==> src/rtl/reg_list_sequencer_pkg.sv <==
// Shared types and constants for the LDM/STM register-list sequencer.
package reg_list_sequencer_pkg;

    localparam int REG_COUNT = 16;

    typedef enum logic [1:0] {
        IDLE = 2'd0,
        RUN  = 2'd1,
        DONE = 2'd2
    } state_t;

endpackage

==> src/rtl/reg_list_sequencer_lsb.sv <==
// Isolates the lowest set bit of a 16-bit vector (x & -x); zero in gives zero out.
module lsb_isolate16 (
    input  logic [15:0] i_vec,
    output logic [15:0] o_lsb
);

    assign o_lsb = i_vec & (~i_vec + 16'd1);

endmodule

==> src/rtl/reg_list_sequencer.sv <==
// Walks an LDM/STM register list in ascending order, issuing one transfer per
// accepted handshake with its byte offset; all outputs come straight from flops.
module reg_list_sequencer
    import reg_list_sequencer_pkg::*;
#(
    parameter int OFFSET_STEP = 4
) (
    input  logic        clk,
    input  logic        rst_n,
    input  logic        start,
    input  logic [15:0] reg_list,
    input  logic        abort,
    input  logic        ready,
    output logic        valid,
    output logic [15:0] onehot,
    output logic [5:0]  offset,
    output logic        last,
    output logic [4:0]  count,
    output logic        busy,
    output logic        done
);

    state_t      r_state;
    logic [15:0] r_remaining;
    logic [4:0]  r_step;
    logic [4:0]  r_count;
    logic        r_valid;
    logic [15:0] r_onehot;
    logic [5:0]  r_offset;
    logic        r_last;
    logic        r_busy;
    logic        r_done;

    state_t      w_state_nxt;
    logic [15:0] w_remaining_nxt;
    logic [4:0]  w_step_nxt;
    logic [4:0]  w_count_nxt;
    logic [4:0]  w_pop;
    logic [15:0] w_lsb_nxt;
    logic        w_valid_nxt;
    logic [15:0] w_onehot_nxt;
    logic [5:0]  w_offset_nxt;
    logic        w_last_nxt;

    // The select for the next cycle is isolated from the next remaining set,
    // so onehot/last can be registered rather than decoded after the flops.
    lsb_isolate16 u_lsb (
        .i_vec (w_remaining_nxt),
        .o_lsb (w_lsb_nxt)
    );

    // Popcount of the incoming list, used only when a start is accepted.
    always_comb begin
        w_pop = 5'd0;
        for (int i = 0; i < REG_COUNT; i++) begin
            w_pop = w_pop + {4'd0, reg_list[i]};
        end
    end

    // Next-state and next-output logic; abort overrides every state.
    always_comb begin
        w_state_nxt     = r_state;
        w_remaining_nxt = r_remaining;
        w_step_nxt      = r_step;
        w_count_nxt     = r_count;
        if (abort) begin
            w_state_nxt     = IDLE;
            w_remaining_nxt = 16'd0;
            w_step_nxt      = 5'd0;
        end else begin
            case (r_state)
                IDLE: begin
                    if (start) begin
                        w_remaining_nxt = reg_list;
                        w_count_nxt     = w_pop;
                        w_step_nxt      = 5'd0;
                        w_state_nxt     = (reg_list != 16'd0) ? RUN : DONE;
                    end else begin
                        w_state_nxt = IDLE;
                    end
                end
                RUN: begin
                    if (r_valid && ready) begin
                        w_remaining_nxt = r_remaining & ~r_onehot;
                        w_step_nxt      = r_step + 5'd1;
                        w_state_nxt     = r_last ? DONE : RUN;
                    end else begin
                        w_state_nxt = RUN;
                    end
                end
                DONE: begin
                    w_state_nxt     = IDLE;
                    w_remaining_nxt = 16'd0;
                end
                default: begin
                    w_state_nxt     = IDLE;
                    w_remaining_nxt = 16'd0;
                    w_step_nxt      = 5'd0;
                end
            endcase
        end

        w_valid_nxt = (w_state_nxt == RUN);
        if (w_valid_nxt) begin
            w_onehot_nxt = w_lsb_nxt;
            w_last_nxt   = (w_lsb_nxt == w_remaining_nxt);
            w_offset_nxt = 6'(w_step_nxt * OFFSET_STEP);
        end else begin
            w_onehot_nxt = 16'd0;
            w_last_nxt   = 1'b0;
            w_offset_nxt = 6'd0;
        end
    end

    // State and output registers.
    always_ff @(posedge clk or negedge rst_n) begin
        if (!rst_n) begin
            r_state     <= IDLE;
            r_remaining <= 16'd0;
            r_step      <= 5'd0;
            r_count     <= 5'd0;
            r_valid     <= 1'b0;
            r_onehot    <= 16'd0;
            r_offset    <= 6'd0;
            r_last      <= 1'b0;
            r_busy      <= 1'b0;
            r_done      <= 1'b0;
        end else begin
            r_state     <= w_state_nxt;
            r_remaining <= w_remaining_nxt;
            r_step      <= w_step_nxt;
            r_count     <= w_count_nxt;
            r_valid     <= w_valid_nxt;
            r_onehot    <= w_onehot_nxt;
            r_offset    <= w_offset_nxt;
            r_last      <= w_last_nxt;
            r_busy      <= (w_state_nxt != IDLE);
            r_done      <= (w_state_nxt == DONE);
        end
    end

    assign valid  = r_valid;
    assign onehot = r_onehot;
    assign offset = r_offset;
    assign last   = r_last;
    assign count  = r_count;
    assign busy   = r_busy;
    assign done   = r_done;

endmodule
==> config.mk <==
export PLATFORM = sky130hd
export DESIGN_NAME = reg_list_sequencer
export DESIGN_NICKNAME = d
export VERILOG_FILES = /design/src/rtl/reg_list_sequencer_pkg.sv /design/src/rtl/reg_list_sequencer_lsb.sv /design/src/rtl/reg_list_sequencer.sv
export SDC_FILE = /design/constraint.sdc
export NUM_CORES = 1
export LEC_CHECK = 0
export BUFFER_PORTS_ARGS = -buffer_cell sky130_fd_sc_hd__buf_2
export CAP_MARGIN = 5
export CORE_ASPECT_RATIO = 1.1
export CORE_UTILIZATION = 30
export CTS_BUF_LIST = sky130_fd_sc_hd__clkbuf_4
export DETAILED_ROUTE_END_ITERATION = 16
export GPL_ROUTABILITY_DRIVEN = 1
export PLACE_DENSITY = 0.56
export SYNTH_ARGS = -nofsm -noshare
export SYNTH_HDL_FRONTEND = slang
export SYNTH_HIERARCHICAL = 1
export SYNTH_SLANG_ARGS = --single-unit
==> constraint.sdc <==
create_clock -name clk -period 4.81 [get_ports clk]
set_input_delay 0.962 -clock clk [delete_from_list [all_inputs] [get_ports clk]]
set_output_delay 0.962 -clock clk [all_outputs]
set_load 0.01 [all_outputs]
Yosys cells after proc, flatten, opt, wreduce, memory -nomap -nowiden

Index checks and enable logic that the tools add are counted.

Equality and inequality tests: 8
Muxes and demuxes: 17
Reductions and logical operators: 6
Add/subtract/negate cells: 17
Bitwise logic cells: 5

Operators by type and width:

| operator              | number |
|---|---|
| $mux 16               | 4 |
| $add 5x1->5           | 11 |
| $and 16x16->16        | 2 |
| $not 16->16           | 2 |
| $pmux 16 s2           | 1 |
| $add 16x1->16 const B | 1 |
| $eq 16x16->1          | 1 |
| $reduce_bool 16->1    | 1 |
| $mux 5                | 3 |
| $pmux 5 s3            | 1 |
| $mux 2                | 5 |
| $mux 6                | 1 |
| $ne 3x3->1 const B    | 2 |
| $reduce_and 3->1      | 2 |
| $add 4x1->5           | 1 |
| $add 5x1->5 const B   | 1 |
| $add 3x1->4           | 1 |
| $eq 2x1->1 const B    | 2 |
| $eq 2x2->1 const B    | 2 |
| $pmux 2 s2            | 1 |
| $add 2x1->3           | 1 |
| $add 1x1->2           | 1 |
| $logic_not 2->1       | 1 |
| $ne 2x2->1 const B    | 1 |
| other kinds (4)       | 4 |

Output and inout port bits: 31
Flip-flop bits (word level): 54
Word-level logic and storage cells: 64

Depth between registers and ports, before layout

Gate-level depths: netlist of run 1.

Word-level depth: 15
Depth in mapped cells: 13
Gate-level depth less buffers: 13

Cells and area by module

The synthesis of run 1 kept the hierarchy.

By module, submodules not included:

| module             | area each (µm²) | times used | seq. area each (µm²) | cells each |
|---|---|---|---|---|
| reg_list_sequencer | 2924.1          | 1          | 1276.2               | 270 |
| lsb_isolate16      | 236.5           | 1          | 0.0                  | 31 |

Least setup slack after synthesis of run 1

Ideal clock, no wire load.

Kind: input -> register
From: input reg_list[0]
To: register r_count[3] (netlist: count[3])
Library setup time: 0.125 ns
Cell stages on the path: 11
Setup slack: 0.799 ns
Required time: 4.685 ns
Arrival: 3.886 ns
Path through: inv_1 fa_1 fa_1 fa_1 fa_1 inv_1 ha_1 a21o_1 a21oi_1 xnor2_1 mux2_2

Longest elaborated chain between the ends: 15

Ends and longest elaborated chain:

| item                       | line                      | text |
|---|---|---|
| from (decl)                | reg_list_sequencer.sv:11  | `input logic [15:0] reg_list,` |
| $add 1x1->2                | reg_list_sequencer.sv:56  | `w_pop = w_pop + {4'd0, reg_list[i]};` |
| $add 2x1->3                | reg_list_sequencer.sv:56  |  |
| $add 3x1->4                | reg_list_sequencer.sv:56  |  |
| $add 4x1->5                | reg_list_sequencer.sv:56  |  |
| $add 5x1->5 (11 in series) | reg_list_sequencer.sv:56  |  |
| to (signal assigned)       | reg_list_sequencer.sv:132 | `r_count <= w_count_nxt;` |
| to (decl)                  | reg_list_sequencer.sv:26  | `logic [4:0] r_count;` |

Every way passes these cells.
A chain may end at the register's enable or synchronous reset.

Worst setup path in the final report of run 1

Ends and elaborated chain as after synthesis.

==> summary.md, run 1 <==
| Metric | Value |
|---|---|
| Synth Flop Type | `dfrtp_1` |
| Remaining routing DRC violations | `0` |
| DRT antenna net count | `0` |
| Clock Pin Slew Worst Setup and Hold Paths | `0.16 ns` |
| Top cells by area, synth | `dfrtp_1 40%, fa_1 6.3%, nor2b_1 4.0%` |
| Cell accounting for the most synthesized area | `dfrtp_1` |
| Yosys top cell area share | `between 40% and 50%` |
| Crit path time final | `between 3 and 4 ns` |
| CTS Buf Count | `5` |
| IO Pins | `between 50 and 60` |
| Initial DRC count | `84` |
| Final Hold Vio Count | `0` |
| Hold Path Class | `reg2reg` |
| Post-synth EDFFs | `0` |
| # clock sinks | `between 50 and 60` |
| Vias per cell | `slightly below 5` |
| Crit Reg-Reg Endpoint | `last` |
| DR WL/cell | `approximately 16 µm` |
| R2R Setup Slk | `1.46 ns` |
| Fill count | `1009` |
| Status | `completed` |
| Ratio of cells with drive above 1 in the final layout | `26.9%` |
| Pin count of the biggest net entering global routing | `52` |
| Starting Density | `a little under a third` |
| Final period util | `approximately four fifths` |
| TritonCTS clock tree | `yes` |
| Hold slack | `0.518 ns` |
| CP startpoint | `reg_list[0]` |
| Cell area after synthesis | `~3200 µm²` |
| Max-slew violation count | `0` |
| Die X | `about 100 µm` |
| Worst R2R Start | `r_state[0]` |
| Clock buffer depth | `2` |
| Global route total overflow | `0` |
| Worst setup path endpoint | `count[3]` |
| CP max FO | `2` |
| Count of cell types in the netlist | `52` |
| GPL Wtd Cong | `0.797` |
| Total GRT Usage | `about 15%` |
| RSZ-0062 raised after global routing | `no` |
| Post-CTS setup buffers | `0` |
| Setup TNS | `0 ns` |
| Post-synthesis async set-or-reset flop share | `100%` |
| First-pass GRT wire length | `around 13 mm` |
| Reg2reg path depth | `10` |
| Flops & latches, synth | `between 50 and 60` |
| # setup viols final | `0` |
| Vias | `2342` |
| Power Density | `around 330 nW/µm²` |
| Setup Skew | `0.00995 ns` |
| Clock Latency Late Sink | `~0.39 ns` |
| Clock root buffer | `clkbuf_4` |
| HPWL Detailed | `between 5 and 6 mm` |
| H-tree Lvls | `2` |
| Layout area overhead | `14.1%` |
| Die area | `11000 µm²` |
| Worst Path Required | `5.10 ns` |
| Vias in the first global route | `roughly 2500` |
| Die Span Y | `roughly 110 µm` |
| Leak pwr | `~0.0017 µW` |
| Post-synthesis sequential area ratio | `about 40%` |
| Arr. time, crit path | `4.09 ns` |
| Fin nets | `between 300 and 400` |
| Mean post-synth cell area | `approximately 11 µm²` |
| FMAX | `about 260 MHz` |
| Warning count from the yosys run | `6` |
| Seq. cell area | `approximately 1300 µm²` |
| Max-slew headroom | `49.5%` |
| Core ar. | `10000 µm²` |
| Area of the multi-input gates | `1650 µm²` |
| Crit path launch type | `primary input` |
| CTS resizes | `0` |
| Drt first pass iters | `4` |
| Initial antenna violation count | `1` |
| Worst-Margin Slew | `approximately 0.76 ns` |
| Synth Instances | `about 300` |
| Max_cap viols | `0` |
| Max VDD drop | `0.109 mV` |
| Hold buffer count at cts | `0` |
| Critical Path End Type | `register` |
| IO Port Bufs | `49` |
| WL final | `approximately 8 mm` |
| Row cnt | `38` |
| WS Path Type | `in2reg` |
-- how the worst min path moves through the flow --
stage	cells past startpoint	slack (ns)	to	startpoint
6_report	1	0.52	count[1]	count[1]
5_1_grt	1	0.54	count[0]	count[0]
4_1_cts	1	0.53	count[1]	count[1]
3_5_place_dp	1	0.50	count[1]	count[1]
3_3_place_gp	1	0.49	count[1]	count[1]
2_1_floorplan	2	0.52	r_step[3]	r_step[3]
-- report_power, final --
| group | internal, µW | total, µW | switching (µW) | leakage, µW |
|---|---|---|---|---|
| combinational | 165 | 382 | 216 | 0.000962 |
| clock | 165 | 320 | 155 | 0.0000573 |
| sequential | 464 | 486 | 22.6 | 0.000689 |
| total | 794 | 1190 | 394 | 0.00171 |
-- stage by stage --
stage / total power [µW] / cells / utilization (%) / worst slack (ns) / instance area (µm²)
final: 1190 / 487 / 35.9 / 1.02 / 3600
after global placement: 875 / 478 / 34.8 / 0.602 / 3490
after global routing: 1270 / 487 / 35.9 / 0.846 / 3600
after detailed placement: 883 / 478 / 34.8 / 0.550 / 3490
after CTS: 1210 / 486 / 35.9 / 0.983 / 3600
after floorplan: 780 / 302 / - / 0.799 / 3160
-- cells by family (layout without fill, tap and decap cells) --
logic type      after synthesis  after routing  share of synthesized area (%)
flops                        51             51                           40.4
buf+inv                      47             91                           7.68
compound gates               39             39                           10.4
fa+ha+maj                    17             17                           9.11
xor+xnor                     17             17                           4.71
other cells                   1              3                          0.119
mux                          15             15                           5.03
simple gates                114            114                           22.6
-- sequential cells by signal (all words and copies together) (netlist names) --
name and cells:
onehot 16, r_state 2, done 1, valid 1, count 5, offset 4, r_step 4, busy 1
last 1, r_remaining 16
-- cell usage after synthesis, types with 4 or more instances --
master and number:
a32oi_1 4, nand3_1 12, nor4_1 5, nor2b_1 20, and3_1 5, buf_4 4
ha_1 7, fa_1 10, nand4_1 9, a21oi_1 12, dfrtp_1 51, and2_1 7
buf_6 5, mux2i_1 8, buf_2 10, xnor2_1 14, nor3_1 4, inv_1 26
nand2_1 16, a21o_1 4, mux2_2 7, nor4_2 4, nor2_1 11, nor3b_1 4
-- metal layers --
metal	vias up	GRT usage, %	part of all wire [%]
li1	1130	-	-
met1	1157	19.2	43
met2	44	26.7	51
met3	11	2.35	3.3
met4	0	6.41	2.3
met5	-	0	0
-- cell type report --
cell class / count / share of cell area (%)
tap: 140 / 4.86
inverter: 28 / 2.95
multi-input combinational: 204 / 45.6
sequential: 51 / 35.4
antenna: 1 / 0.0694
timing repair buffer: 55 / 8.05
clock inverter: 3 / 1.98
clock buffer: 5 / 1.04
-- layout by cell type, fill, tap and decap left out, types with 4 or more instances in the layout --
master and count:
nor2b_1 20, nand2_1 16, inv_1 26, nor2_1 11
nand4_1 9, nor4_1 5, and2_1 7, a21oi_1 12
nand3_1 12, and3_1 5, nor4_2 4, mux2_2 7
fa_1 10, nor3_1 4, buf_4 6, ha_1 7
a21o_1 4, dfrtp_1 51, xnor2_1 14, a32oi_1 4
clkbuf_4 5, nor3b_1 4, mux2i_1 8, buf_2 49
-- worst max-delay path: stages --
cell	delay, ns
buf_2	0.08
inv_1	0.08
fa_1	0.57
fa_1	0.44
fa_1	0.44
fa_1	0.51
inv_1	0.06
ha_1	0.28
a21o_1	0.15
a21oi_1	0.16
xnor2_1	0.08
mux2_2	0.26
No activity file was read; power rests on OpenSTA's default activity.
==> inputs of run 2 (changes only) <==
==> constraint.sdc (replaced) <==
create_clock -name clk -period 3.95 [get_ports clk]
set_input_delay 0.79 -clock clk [delete_from_list [all_inputs] [get_ports clk]]
set_output_delay 0.79 -clock clk [all_outputs]
set_load 0.01 [all_outputs]
==> run 2 against run 1 <==
Net effect: register-to-register slack worse by 0.85 ns; global-route usage up 0.74 points; clock-buffer cell count unchanged; non-clock buffer count is 15 higher; setup slack worse by 0.73 ns; clock power is 24% lower; sequential power increased by 22%; combinational power up 31%; cell area up 1.6%; critical endpoint unchanged; largest cell class unchanged; largest power group unchanged.
==> summary.md, run 2 (synthesized netlist as in run 1, its figures left out) <==
| Metric | Value |
|---|---|
| Status | `completed` |
| Die area | `11000 µm² (unchanged)` |
| Max-slew headroom | `40.6% (-8.9 points)` |
| Critical Path End Type | `register` |
| DR WL/cell | `16.2 µm (+0.64%)` |
| TritonCTS clock tree | `yes` |
| Cell area after layout | `3660 µm² (+1.6%)` |
| WS Path Type | `in2reg` |
| Die X | `99.9 µm (unchanged)` |
| Max_cap viols | `0 (unchanged)` |
| Layout area overhead | `15.8%` |
| N_diodes | `0 (-1)` |
| Worst R2R Start | `r_state[0]` |
| Reg2reg path depth | `10 (unchanged)` |
| Pin count of the biggest net entering global routing | `52 (unchanged)` |
| Max VDD drop | `0.112 mV (+2.8%)` |
| IO Port Bufs | `49 (unchanged)` |
| Post-CTS setup buffers | `0 (unchanged)` |
| Placed instance area | `3610 µm² (+3.2%)` |
| Arr. time, crit path | `3.94 ns (-0.15 ns)` |
| GPL Wtd Cong | `0.798 (+0.11%)` |
| Vias per cell | `4.88 (+1.4%)` |
| Crit Reg-Reg Endpoint | `last` |
| Core ar. | `10000 µm² (unchanged)` |
| Worst Path Required | `4.22 ns (-0.88 ns)` |
| Remaining routing DRC violations | `0 (unchanged)` |
| Setup Skew | `0.0202 ns (+0.0103 ns)` |
| Clock buffer depth | `2 (unchanged)` |
| # setup viols final | `0 (unchanged)` |
| WL final | `8.13 mm (+3.5%)` |
| CP max FO | `2 (unchanged)` |
| Vias in the first global route | `2559 (+3.7%)` |
| CTS resizes | `0 (unchanged)` |
| FMAX | `roughly 270 MHz` |
| Setup TNS | `0 ns (unchanged)` |
| Initial antenna violation count | `0 (-1)` |
| RSZ-0062 raised after global routing | `no` |
| Final core occ | `36.5% (+0.56 points)` |
| Total GRT Usage | `16.2% (+0.74 points)` |
| Clock root buffer | `clkbuf_4` |
| Max-slew violation count | `0 (unchanged)` |
| Ratio of cells with drive above 1 in the final layout | `29.6% (+2.8 points)` |
| Vias | `2444 (+4.4%)` |
| Starting Density | `31.5% (unchanged)` |
| Hold buffer count at cts | `0 (unchanged)` |
| # clock sinks | `51 (unchanged)` |
| Crit path cell chain | `buf_2 > inv_1 > fa_1 > fa_1 > fa_1 > fa_1 > inv_1 > ha_1 > a21o_1 > a21oi_1 > xnor2_1 > mux2_2` |
| Crit path launch type | `primary input` |
| Final period util | `approximately 93%` |
| HPWL Detailed | `6.31 mm (+5.4%)` |
| R2R Setup Slk | `0.61 ns (-0.85 ns)` |
| Final Hold Vio Count | `0 (unchanged)` |
| Die Span Y | `110 µm (unchanged)` |
| Global route total overflow | `0 (unchanged)` |
| Cell at the slowest stage of the critical path | `fa_1` |
| Hold Path Class | `in2async` |
| IO Pins | `52 (unchanged)` |
| Most common cell after layout, fill and taps aside | `dfrtp_1` |
| Row cnt | `38 (unchanged)` |
| Fin nets | `398 (+3.9%)` |
| H-tree Lvls | `2 (unchanged)` |
| Worst-Margin Slew | `0.888 ns (+0.133 ns)` |
| Crit path time final | `3.67 ns` |
| Max stage delay on crit path | `0.57 ns (about the same)` |
| Crit path top cell by count | `fa_1` |
| Clock Pin Slew Worst Setup and Hold Paths | `0.16 ns (about the same)` |
| Drt first pass iters | `4 (unchanged)` |
| CTS Buf Count | `5 (unchanged)` |
| Initial DRC count | `100 (+19%)` |
| Power Density | `366 nW/µm² (+11%)` |
| Leak pwr | `0.00176 µW (+2.9%)` |
| Clock Latency Late Sink | `0.39 ns (about the same)` |
| Most frequent cells in the layout | `51 x dfrtp_1, 49 x buf_2, 26 x inv_1, 21 x buf_4, 20 x nor2b_1` |
| DRT antenna net count | `0 (unchanged)` |
| First-pass GRT wire length | `13.4 mm (+4.3%)` |
[run 2: metrics by stage]
step	worst slack, ns	total power (µW)	instances	hold slack, ns
after detailed placement	-0.136	1110	493	0.484
after floorplan	0.111	950	302	0.494
after global placement	-0.0617	1100	493	0.488
final	0.282	1340	501	0.497
after global routing	0.163	1440	501	0.527
after CTS	0.277	1360	501	0.507
[run 2: worst max path at each step]
stage                start       end  slack (ns)  depth (start not counted)
2_1_floorplan  reg_list[0]  count[3]        0.11                         11
6_report       reg_list[0]  count[3]        0.28                         12
5_1_grt        reg_list[1]  count[3]        0.16                         12
3_3_place_gp   reg_list[0]  count[4]       -0.06                         12
4_1_cts        reg_list[0]  count[3]        0.28                         12
3_5_place_dp   reg_list[0]  count[3]       -0.14                         12
[run 2: power breakdown]
part           leakage (µW)  internal, µW  total [µW]  switching (µW)
registers          0.000689           564         593            28.5
clock network     0.0000330          69.1         244             175
logic               0.00104           227         502             275
total               0.00176           861        1340             478
[run 2: cell type report]
cell class / instances / area [µm²]
Sequential cell: 51 / 1280
Clock buffer: 5 / 37.5
Tap cell: 140 / 175
Clock inverter: 3 / 17.5
Multi-Input combinational cell: 204 / 1650
Timing Repair Buffer: 70 / 403
Fill cell: 1040 / 6370
Inverter: 28 / 106
[run 2: per-layer routing]
| metal | vias to the layer above | global-route usage [%] | share of wire, % | wire length [µm] |
|---|---|---|---|---|
| met5 | - | 0 | 0 | 0 |
| met4 | 0 | 6.93 | 3.0 | 240 |
| met3 | 17 | 2.54 | 3.7 | 297 |
| met2 | 56 | 29.1 | 51 | 4140 |
| met1 | 1215 | 19.1 | 42 | 3450 |
| li1 | 1156 | - | - | - |
[run 2: worst max-delay path, delay by kind of cell]
family                   cells  cell delay (ns)
AO/OA/AOI/OAI                2             0.34
buffers and inverters        3             0.22
XOR/XNOR                     1             0.08
adder cells (fa/ha/maj)      5             2.27
multiplexers                 1             0.25
==> inputs of run 3 (changes only) <==
==> constraint.sdc (replaced) <==
create_clock -name clk -period 4 [get_ports clk]
set_input_delay 0.8 -clock clk [delete_from_list [all_inputs] [get_ports clk]]
set_output_delay 0.8 -clock clk [all_outputs]
set_load 0.01 [all_outputs]
==> run 3 against run 2 <==
Net effect: clock skew down 0.0065 ns; sequential share of layout area barely moved; sequential cell count unchanged; clock power grew 27%; largest power group unchanged.
==> summary.md, run 3 (synthesized netlist as in run 1, its figures left out) <==
| Metric | Value |
|---|---|
| CTS resizes | `0 (unchanged)` |
| Clock Pin Slew Worst Setup and Hold Paths | `0.16 ns (about the same)` |
| IO Port Bufs | `49 (unchanged)` |
| GPL Wtd Cong | `0.813 (+1.9%)` |
| Hold slack | `0.365 ns (-0.132 ns)` |
| Final period util | `between 90% and 100%` |
| Initial antenna violation count | `0 (unchanged)` |
| Pin count of the biggest net entering global routing | `29 (-44%)` |
| DRT antenna net count | `0 (unchanged)` |
| Final Hold Vio Count | `0 (unchanged)` |
| # clock sinks | `51 (unchanged)` |
| Most frequent cells in the layout | `51 x dfrtp_1, 49 x buf_2, 26 x inv_1, 20 x nor2b_1, 18 x buf_4` |
| IO Pins | `52 (unchanged)` |
| Die X | `99.9 µm (unchanged)` |
| Clock root buffer | `clkbuf_4` |
| N_diodes | `0 (unchanged)` |
| Starting Density | `31.5% (unchanged)` |
| Fin nets | `395 (-0.75%)` |
| RSZ-0062 raised after global routing | `no` |
| Crit path time final | `3.61 ns` |
| Worst Path Required | `4.29 ns (+0.07 ns)` |
| Max-slew headroom | `45.8% (+5.2 points)` |
| TritonCTS clock tree | `yes` |
| Placed instance area | `3580 µm² (-0.62%)` |
| Vias | `2386 (-2.4%)` |
| Non-filler cells, final | `498 (-0.60%)` |
| Max VDD drop | `0.157 mV (+40%)` |
| Vias per cell | `4.79 (-1.8%)` |
| Placed cell count | `490 (-0.61%)` |
| PnR worst setup slack | `0.390 ns (+0.108 ns)` |
| Row cnt | `38 (unchanged)` |
| Crit path launch type | `primary input` |
| Die Span Y | `110 µm (unchanged)` |
| First-pass GRT wire length | `13.2 mm (-1.4%)` |
| Max-slew violation count | `0 (unchanged)` |
| # setup viols final | `0 (unchanged)` |
| DR WL/cell | `16.0 µm (-1.4%)` |
| WS Path Type | `in2reg` |
| Most common cell after layout, fill and taps aside | `dfrtp_1` |
| Cell area after layout | `3660 µm² (about the same)` |
| Post-CTS setup buffers | `0 (unchanged)` |
| Fill count | `1010 (-2.9%)` |
| Reg2reg path depth | `9 (-1)` |
| Global route total overflow | `0 (unchanged)` |
| Ratio of cells with drive above 1 in the final layout | `29.1% (-0.59 points)` |
| Status | `completed` |
| Arr. time, crit path | `3.90 ns (-0.04 ns)` |
| Hold buffer count at cts | `0 (unchanged)` |
| Clock buffer depth | `2 (unchanged)` |
| Max_cap viols | `0 (unchanged)` |
| Setup Skew | `0.0138 ns (-0.00647 ns)` |
| HPWL Detailed | `6.37 mm (+0.98%)` |
| Die area | `11000 µm² (unchanged)` |
| Pre-CTS WS | `-0.0457 ns (+0.0902 ns)` |
| Worst-Margin Slew | `0.810 ns (-0.0774 ns)` |
| FMAX | `277 MHz` |
| WL final | `7.96 mm (-2.0%)` |
| Initial DRC count | `107 (+7.0%)` |
| Remaining routing DRC violations | `0 (unchanged)` |
| Leak pwr | `0.00175 µW (-0.28%)` |
| H-tree Lvls | `2 (unchanged)` |
| CTS Buf Count | `5 (unchanged)` |
| Clock Latency Late Sink | `0.39 ns (about the same)` |
| Power Density | `377 nW/µm² (+3.0%)` |
| Core ar. | `10000 µm² (unchanged)` |
| CP max FO | `2 (unchanged)` |
| Vias in the first global route | `2400 (-6.2%)` |
| Drt first pass iters | `4 (unchanged)` |
| Critical Path End Type | `register` |
| Hold Path Class | `in2async` |
| Total GRT Usage | `16.0% (-0.19 points)` |
| Layout area overhead | `15.9% (about the same)` |
| Setup TNS | `0 ns (unchanged)` |
==> run 3: routing by layer <==
| metal | GRT usage [%] | wire length, µm | up-vias |
|---|---|---|---|
| li1 | - | - | 1151 |
| met1 | 19.0 | 3330 | 1179 |
| met2 | 29.2 | 4210 | 49 |
| met3 | 2.99 | 290 | 7 |
| met4 | 4.94 | 133 | 0 |
| met5 | 0 | 0 | - |
==> run 3: critical path: stages <==
cell and delay, ns:
buf_2 0.08, inv_1 0.08, fa_1 0.57, fa_1 0.44, fa_1 0.43, fa_1 0.51, inv_1 0.05, ha_1 0.28
a21o_1 0.16, a21oi_1 0.16, xnor2_1 0.07, mux2_2 0.26
==> run 3: power by group <==
group	internal (µW)	total, µW	leakage, µW	switching [µW]
sequential	557	583	0.000689	25.2
clock	132	309	0.0000432	177
combinational	221	488	0.00102	267
total	910	1380	0.00175	469
==> run 3: through the flow <==
stage,utilization [%],total power [µW]
after global routing,36.5,1480
after detailed placement,35.7,1090
after global placement,35.7,1080
after floorplan,-,938
final,36.5,1380
after CTS,36.5,1400
==> run 3: layout make-up <==
class / count / area [µm²] / share of cell area [%]
multi-input combinational: 204 / 1650 / 44.9
sequential: 51 / 1280 / 34.8
timing repair buffer: 67 / 380 / 10.4
tap: 140 / 175 / 4.78
inverter: 28 / 106 / 2.90
clock inverter: 3 / 42.5 / 1.16
clock buffer: 5 / 37.5 / 1.02
==> run 3: path summary, 6_finish.rpt <==
path | startpoint | end | slack [ns]
min in group clk | count[1] | count[1] | 0.52
max reg2reg | r_state[0] | last | 0.79
min | rst_n | last | 0.36
max in group asynchronous | rst_n | r_remaining[2] | 2.87
min reg2reg | count[1] | count[1] | 0.52
max | reg_list[0] | count[3] | 0.39
